`src/rtl/serial_fir_mac_if.sv`:
```
// rtl/serial_fir_mac_if.sv - stream, coefficient and status bundle for serial_fir_mac
// Purpose: groups every handshake/bus signal of serial_fir_mac so it travels as one port.
// Ports (master = surrounding logic, slave = serial_fir_mac):
//   i_en          master->slave  global enable
//   iv_din        master->slave  LANES-bit serial input beat
//   i_din_valid   master->slave  input beat valid
//   o_ready       slave->master  input beat can be accepted
//   i_coef_we     master->slave  coefficient write strobe
//   iv_coef_addr  master->slave  coefficient index
//   iv_coef_data  master->slave  signed coefficient value
//   i_ready       master->slave  downstream accepts an output beat
//   ov_dout       slave->master  LANES-bit serial output beat
//   o_dout_valid  slave->master  output beat valid
//   o_busy        slave->master  filter is computing
interface serial_fir_mac_if #(
  parameter int COEF_WIDTH = 18,
  parameter int TAPS       = 16,
  parameter int LANES      = 1
);
  localparam int AW = $clog2(TAPS);

  logic                  i_en;
  logic [LANES-1:0]      iv_din;
  logic                  i_din_valid;
  logic                  o_ready;
  logic                  i_coef_we;
  logic [AW-1:0]         iv_coef_addr;
  logic [COEF_WIDTH-1:0] iv_coef_data;
  logic                  i_ready;
  logic [LANES-1:0]      ov_dout;
  logic                  o_dout_valid;
  logic                  o_busy;

  modport master (
    output i_en, iv_din, i_din_valid, i_coef_we, iv_coef_addr, iv_coef_data, i_ready,
    input  o_ready, ov_dout, o_dout_valid, o_busy
  );

  modport slave (
    input  i_en, iv_din, i_din_valid, i_coef_we, iv_coef_addr, iv_coef_data, i_ready,
    output o_ready, ov_dout, o_dout_valid, o_busy
  );
endinterface

```
`src/rtl/serial_fir_mac.sv`:
```
// rtl/serial_fir_mac.sv - serial-in, single-multiplier FIR, rounded/saturated serial-out
// Purpose: deserialises LANES-bit beats into DATA_WIDTH samples, runs a TAPS-long direct-form
//   FIR one MAC per cycle with runtime-loadable coefficients, rounds by SHIFT, saturates and
//   reserialises the result.
// Ports:
//   i_clk    rising-edge clock
//   i_rst_n  asynchronous active-low reset
//   bus      serial_fir_mac_if slave: enable, input stream, coefficient port, output stream, busy
module serial_fir_mac #(
  parameter int DATA_WIDTH = 24,
  parameter int COEF_WIDTH = 18,
  parameter int TAPS       = 16,
  parameter int LANES      = 1,
  parameter bit MSB_FIRST  = 1'b1,
  parameter int SHIFT      = 16
) (
  input  logic           i_clk,
  input  logic           i_rst_n,
  serial_fir_mac_if.slave bus
);
  localparam int BEATS     = DATA_WIDTH / LANES;
  localparam int AW        = $clog2(TAPS);
  localparam int ACC_WIDTH = DATA_WIDTH + COEF_WIDTH + AW;
  localparam int PW        = DATA_WIDTH + COEF_WIDTH;
  localparam int BW        = (BEATS > 1) ? $clog2(BEATS) : 1;
  localparam logic [BW-1:0] LAST_BEAT = BW'(BEATS - 1);
  localparam logic [AW-1:0] LAST_TAP  = AW'(TAPS - 1);
  localparam logic signed [ACC_WIDTH:0] RND_BIAS = (ACC_WIDTH + 1)'(1) << (SHIFT - 1);

  typedef enum logic [1:0] {S_COLLECT, S_MAC, S_ROUND, S_SHIFT_OUT} state_t;
  state_t state, state_nxt;

  logic [BW-1:0]                beat_cnt;
  logic [AW-1:0]                k, wp, rd_idx;
  logic [DATA_WIDTH-1:0]        asm_q, asm_nxt, osr, y_sat;
  logic signed [DATA_WIDTH-1:0] hist [TAPS];
  logic signed [COEF_WIDTH-1:0] coef [TAPS];
  logic signed [ACC_WIDTH-1:0]  acc, prod_ext;
  logic signed [PW-1:0]         prod;
  logic signed [ACC_WIDTH:0]    rnd_sum, y;
  logic [DATA_WIDTH+LANES-1:0]  cat_msb, cat_lsb;
  logic in_fire, out_fire, last_beat, y_fits;

  assign in_fire   = bus.i_en && bus.i_din_valid && (state == S_COLLECT);
  assign out_fire  = bus.i_en && bus.i_ready && (state == S_SHIFT_OUT);
  assign last_beat = (beat_cnt == LAST_BEAT);

  // New beat enters at the LSB end (MSB-first) or the MSB end (LSB-first).
  assign cat_msb = {asm_q, bus.iv_din};
  assign cat_lsb = {bus.iv_din, asm_q};
  assign asm_nxt = MSB_FIRST ? cat_msb[DATA_WIDTH-1:0] : cat_lsb[DATA_WIDTH+LANES-1:LANES];

  // Newest sample lives at wp, so tap k reads wp-k; AW-bit arithmetic wraps modulo TAPS.
  assign rd_idx   = wp - k;
  assign prod     = coef[k] * hist[rd_idx];
  assign prod_ext = {{(ACC_WIDTH - PW){prod[PW-1]}}, prod};

  // One guard bit above the accumulator so the rounding bias can never wrap.
  assign rnd_sum = {acc[ACC_WIDTH-1], acc} + RND_BIAS;
  assign y       = rnd_sum >>> SHIFT;
  assign y_fits  = (&y[ACC_WIDTH:DATA_WIDTH-1]) || !(|y[ACC_WIDTH:DATA_WIDTH-1]);
  assign y_sat   = y_fits ? y[DATA_WIDTH-1:0]
                 : (y[ACC_WIDTH] ? {1'b1, {(DATA_WIDTH-1){1'b0}}} : {1'b0, {(DATA_WIDTH-1){1'b1}}});

  always_ff @(posedge i_clk or negedge i_rst_n) begin
    if (!i_rst_n) state <= S_COLLECT;
    else          state <= state_nxt;
  end

  always_comb begin
    state_nxt = state;
    if (bus.i_en) begin
      case (state)
        S_COLLECT:   if (in_fire && last_beat) state_nxt = S_MAC;
        S_MAC:       if (k == LAST_TAP) state_nxt = S_ROUND;
        S_ROUND:     state_nxt = S_SHIFT_OUT;
        S_SHIFT_OUT: if (out_fire && last_beat) state_nxt = S_COLLECT;
        default:     state_nxt = S_COLLECT;
      endcase
    end
  end

  always_comb begin
    bus.o_ready      = 1'b0;
    bus.o_busy       = 1'b0;
    bus.o_dout_valid = 1'b0;
    bus.ov_dout      = '0;
    case (state)
      S_COLLECT: bus.o_ready = 1'b1;
      S_MAC, S_ROUND: bus.o_busy = 1'b1;
      S_SHIFT_OUT: begin
        bus.o_dout_valid = 1'b1;
        bus.ov_dout      = MSB_FIRST ? osr[DATA_WIDTH-1 -: LANES] : osr[LANES-1:0];
      end
      default: ;
    endcase
  end

  always_ff @(posedge i_clk or negedge i_rst_n) begin
    if (!i_rst_n) begin
      beat_cnt <= '0;
      k        <= '0;
      wp       <= '0;
      asm_q    <= '0;
      osr      <= '0;
      acc      <= '0;
      for (int i = 0; i < TAPS; i++) begin
        hist[i] <= '0;
        coef[i] <= '0;
      end
    end else if (bus.i_en) begin
      // Coefficients are frozen only while they are being consumed.
      if (bus.i_coef_we && state != S_MAC) coef[bus.iv_coef_addr] <= bus.iv_coef_data;
      case (state)
        S_COLLECT: if (in_fire) begin
          asm_q <= asm_nxt;
          if (last_beat) begin
            hist[wp] <= asm_nxt;
            acc      <= '0;
            k        <= '0;
            beat_cnt <= '0;
          end else begin
            beat_cnt <= beat_cnt + BW'(1);
          end
        end
        S_MAC: begin
          acc <= acc + prod_ext;
          k   <= k + AW'(1);
        end
        S_ROUND: begin
          osr <= y_sat;
          wp  <= wp + AW'(1);
        end
        S_SHIFT_OUT: if (out_fire) begin
          osr      <= MSB_FIRST ? (osr << LANES) : (osr >> LANES);
          beat_cnt <= last_beat ? '0 : beat_cnt + BW'(1);
        end
        default: ;
      endcase
    end
  end
endmodule

```
`src/flat_wrapper.sv`:
```
// flat-port wrapper written by rule: the top's interface ports become plain ports
module serial_fir_mac_flat 
#(
  parameter int DATA_WIDTH = 24,
  parameter int COEF_WIDTH = 18,
  parameter int TAPS       = 16,
  parameter int LANES      = 1,
  parameter bit MSB_FIRST  = 1'b1,
  parameter int SHIFT      = 16
)
  (i_clk, i_rst_n, bus_i_en, bus_iv_din, bus_i_din_valid, bus_i_coef_we, bus_iv_coef_addr, bus_iv_coef_data, bus_i_ready, bus_o_ready, bus_ov_dout, bus_o_dout_valid, bus_o_busy);
  serial_fir_mac_if #(.COEF_WIDTH(COEF_WIDTH), .TAPS(TAPS), .LANES(LANES)) bus_i ();
  input  logic i_clk;
  input  logic i_rst_n;
  input wire logic [$bits(bus_i.i_en)-1:0] bus_i_en;
  input wire logic [$bits(bus_i.iv_din)-1:0] bus_iv_din;
  input wire logic [$bits(bus_i.i_din_valid)-1:0] bus_i_din_valid;
  input wire logic [$bits(bus_i.i_coef_we)-1:0] bus_i_coef_we;
  input wire logic [$bits(bus_i.iv_coef_addr)-1:0] bus_iv_coef_addr;
  input wire logic [$bits(bus_i.iv_coef_data)-1:0] bus_iv_coef_data;
  input wire logic [$bits(bus_i.i_ready)-1:0] bus_i_ready;
  output wire logic [$bits(bus_i.o_ready)-1:0] bus_o_ready;
  output wire logic [$bits(bus_i.ov_dout)-1:0] bus_ov_dout;
  output wire logic [$bits(bus_i.o_dout_valid)-1:0] bus_o_dout_valid;
  output wire logic [$bits(bus_i.o_busy)-1:0] bus_o_busy;
  assign bus_i.i_en = bus_i_en;
  assign bus_i.iv_din = bus_iv_din;
  assign bus_i.i_din_valid = bus_i_din_valid;
  assign bus_i.i_coef_we = bus_i_coef_we;
  assign bus_i.iv_coef_addr = bus_iv_coef_addr;
  assign bus_i.iv_coef_data = bus_iv_coef_data;
  assign bus_i.i_ready = bus_i_ready;
  assign bus_o_ready = bus_i.o_ready;
  assign bus_ov_dout = bus_i.ov_dout;
  assign bus_o_dout_valid = bus_i.o_dout_valid;
  assign bus_o_busy = bus_i.o_busy;
  serial_fir_mac #(.DATA_WIDTH(DATA_WIDTH), .COEF_WIDTH(COEF_WIDTH), .TAPS(TAPS), .LANES(LANES), .MSB_FIRST(MSB_FIRST), .SHIFT(SHIFT)) u_core (.i_clk(i_clk), .i_rst_n(i_rst_n), .bus(bus_i));
endmodule
```
`config.mk`:
```
export PLATFORM = sky130hd
export DESIGN_NAME = serial_fir_mac_flat
export DESIGN_NICKNAME = d
export VERILOG_FILES = /design/src/rtl/serial_fir_mac_if.sv /design/src/rtl/serial_fir_mac.sv /design/src/flat_wrapper.sv
export SDC_FILE = /design/constraint.sdc
export NUM_CORES = 2
export LEC_CHECK = 0
export CAP_MARGIN = 20
export CORE_AREA = 2 2 345 313
export DETAILED_ROUTE_END_ITERATION = 10
export DIE_AREA = 0 0 347 315
export HOLD_SLACK_MARGIN = 0.06
export PLACE_DENSITY_LB_ADDON = 0.05
export RECOVER_POWER = 50
export REMOVE_ABC_BUFFERS = 1
export SYNTH_ARGS = -nofsm -noshare
export SYNTH_HDL_FRONTEND = slang
export SYNTH_SLANG_ARGS = --single-unit
```
`constraint.sdc`:
```
create_clock -name i_clk -period 16.9 [get_ports i_clk]
set_input_delay 3.38 -clock i_clk [delete_from_list [all_inputs] [get_ports i_clk]]
set_output_delay 3.38 -clock i_clk [all_outputs]
set_load 0.1 [all_outputs]
```
==> reports/metrics.yaml <==
status: "complete, but fails checks"
failed_checks: "max-capacitance violations, max-slew violations"
die-area_um2: 109300
cts_inserted_buffers: 89
io_buffer_count: 32
maxSlewViolCount: 316
yosys.cell_types.count: 66
netlist_instances: 4263
synth_seq_cells: 780
drcViolationCount: 0
design.core.area_um2: 106300
syn_avg_cell_area_um2: 12.32
wirelength_mm: 134.4
path_clk_slew_ns: 0.06
holdBufCountCts: 0
gr-total-overflow: 0
synth.area.mux_share_pct: 23.55
rsz0062_at_grt: "false"
drt_first_pass_iters: 5
track_usage_pct: 25.40
skew_ns: 0.05899
fillers: 9062
hold_class: "register to register"
ctsResizeCount: 0
cap_viol_max_count: 7
async_flop_share_pct: 100.0
cp_slowest_cell: "fa_4"
min_period_over_period_pct: 65.52
clock_sinks: 780
clockRootBuffer: "clkbuf_16"
cp_max_fo: 42
die_h_um: 315
ios: 33
post_cts_buffers: 0
drive_gt1_share_pct: 27.69
start_util_pct: 49.41
relSlewSlack_pct: -296.8
cpMostUsedCell: "fa_1"
first_global_vias: 34250
cpPeakStageDelay_ns: 1.06
criticalPathCategory: "register to register"
antenna_cells: 0
antenna_found_initial: 2
yosysWarnings: 0
yosys.area_share.simple_pct: 7.091
synthAdderAreaFrac_pct: 22.07
tightest_slew_ns: 5.953
netlist_area_um2: 52510
routed_via_density: 5.628
cp_data_arrival_time_ns: 11.66
critPathRequiredTime_ns: 17.48
insertion_delay_ns: 0.70
wl_per_cell_um: 23.65
synth_edf_count: 0
area_growth_syn_to_layout_pct: 9.698
h-tree-depth: 3
grt_max_degree: 172
cp-end-kind: "register"
grt_first_pass_wirelength_mm: 210.5
synth_ff_type: "dfrtp_1"
synthTopCellsByArea: "dfrtp_1, fa_1, mux2_2"
synth-xor-area-share_pct: 1.201
synth-compound-area-share_pct: 3.526
cp_num_buf_inv: 4
routabilityCongestion: 0.8888
drtIter0Drc: 2030
synth_seq_area_share_pct: 37.17
synthTopCellsByCount: "dfrtp_1, mux2_2, inv_1, fa_1, nand2_1"
hold_violations: 0
cts_tree: "built"
crit_path_start_kind: "register"
synth_top_family_by_area: "multiplexers"
vias: 31979
die_x_um: 347
hpwl_mm: 90.98
row_count: 114
yosysMostFrequentCell: "dfrtp_1"
postRouteAntennaNets: 0
fin_setup_tns_ns: 0
synth_top_area_cell: "dfrtp_1"
fin_util_pct: 54.21
fmax_mhz: 90.30
finalSetupViolations: 0
final_nets: 4882
crit_family: "adder cells"
clock_path_buffers: 3
synth_top_area_share_pct: 37.17
period_minus_slack_ns: 11.07
==> placed cells by master, fill, tap and decap left out, drive strengths merged, types with 5 or more instances in the layout <==
master and count:
xnor2 52, nor2 242, o21ai 112, mux2 719, nand3b 7, o31ai 8, o21bai 8, dfrtp 780
clkinv 18, xor2 20, ha 147, nand2 297, bufinv 6, inv 498, buf 71, nand3 85
o21a 20, a21boi 5, and2 27, and3 12, a21o 20, mux2i 33, a31oi 11, clkbuf 142
fa 487, nand2b 43, nor3 15, nor2b 41, o211a 8, o221a 15, nand4 18, mux4 175
a211oi 5, or2 11, clkdlybuf4s50 30, a21oi 52, nor3b 5
==> flip-flops by register name, indices dropped and copies added, names as in the netlist <==
| signal | flops |
|---|---|
| u_core.hist | 384 |
| u_core.coef | 288 |
| u_core.acc | 46 |
| u_core.osr | 24 |
| u_core.asm_q | 23 |
| u_core.beat_cnt | 5 |
| u_core.k | 4 |
| u_core.wp | 4 |
| u_core.state | 2 |
==> metal layers <==
layer | GRT usage, % | routed length, um | up-vias
li1 | - | - | 14182
met1 | 36.74 | 62370 | 16917
met2 | 39.39 | 61020 | 674
met3 | 5.168 | 7509 | 204
met4 | 6.680 | 3435 | 2
met5 | 0 | 11 | -
==> layout make-up <==
cell class                      count  area (um2)  area share (%)
Sequential cell                   780       19530           33.90
Timing Repair Buffer              110       988.4           1.716
Inverter                          497        1866           3.239
Clock buffer                      134        2666           4.629
Tap cell                         1392        1742           3.024
Clock inverter                     28       449.2          0.7798
Multi-Input combinational cell   2741       30360           52.71
==> through the flow <==
| stage | cells | hold WS, ns | setup slack (ns) | area, um2 |
|---|---|---|---|---|
| 6_report | 5682 | 0.4848 | 5.826 | 57600 |
| 3_3_place_gp | 5513 | 0.4691 | 5.947 | 54410 |
| 2_1_floorplan | 4018 | 0.4498 | 2.686 | 51550 |
| 4_1_cts | 5679 | 0.4911 | 5.774 | 57610 |
| 3_5_place_dp | 5517 | 0.4769 | 5.865 | 54490 |
| 5_1_grt | 5682 | 0.5087 | 4.528 | 57600 |
==> cell families after synthesis <==
kind of cell / count (synthesis)
mux: 927
simple gates: 820
flops: 780
buf+inv: 742
fa+ha+maj: 634
compound gates: 288
xor+xnor: 72
==> tightest hold or removal path: cells and delay by family (launching register included) <==
kind / cells / cell delay, ns
AOI/OAI and AO/OA: 1 / 0.06
and+or+nand+nor: 1 / 0.05
DFF: 1 / 0.34
==> worst paths after layout <==
path	from	end	slack, ns	depth (start not counted)
worst max-delay path	u_core.k[0]$_DFFE_PN0P_	u_core.acc[41]$_DFFE_PN0P_	5.83	26
worst min-delay path	u_core.acc[8]$_DFFE_PN0P_	u_core.acc[8]$_DFFE_PN0P_	0.48	2
worst max register to register	u_core.k[0]$_DFFE_PN0P_	u_core.acc[41]$_DFFE_PN0P_	5.83	26
worst min register to register	u_core.acc[8]$_DFFE_PN0P_	u_core.acc[8]$_DFFE_PN0P_	0.48	2
max in group asynchronous	i_rst_n	u_core.k[1]$_DFFE_PN0P_	6.14	2
min in group asynchronous	i_rst_n	u_core.coef[81]$_DFFE_PN0P_	4.86	1
Power is left out: the tool's default activity adds up to more than one toggle a clock period on the data nets, which glitch-free logic cannot reach.
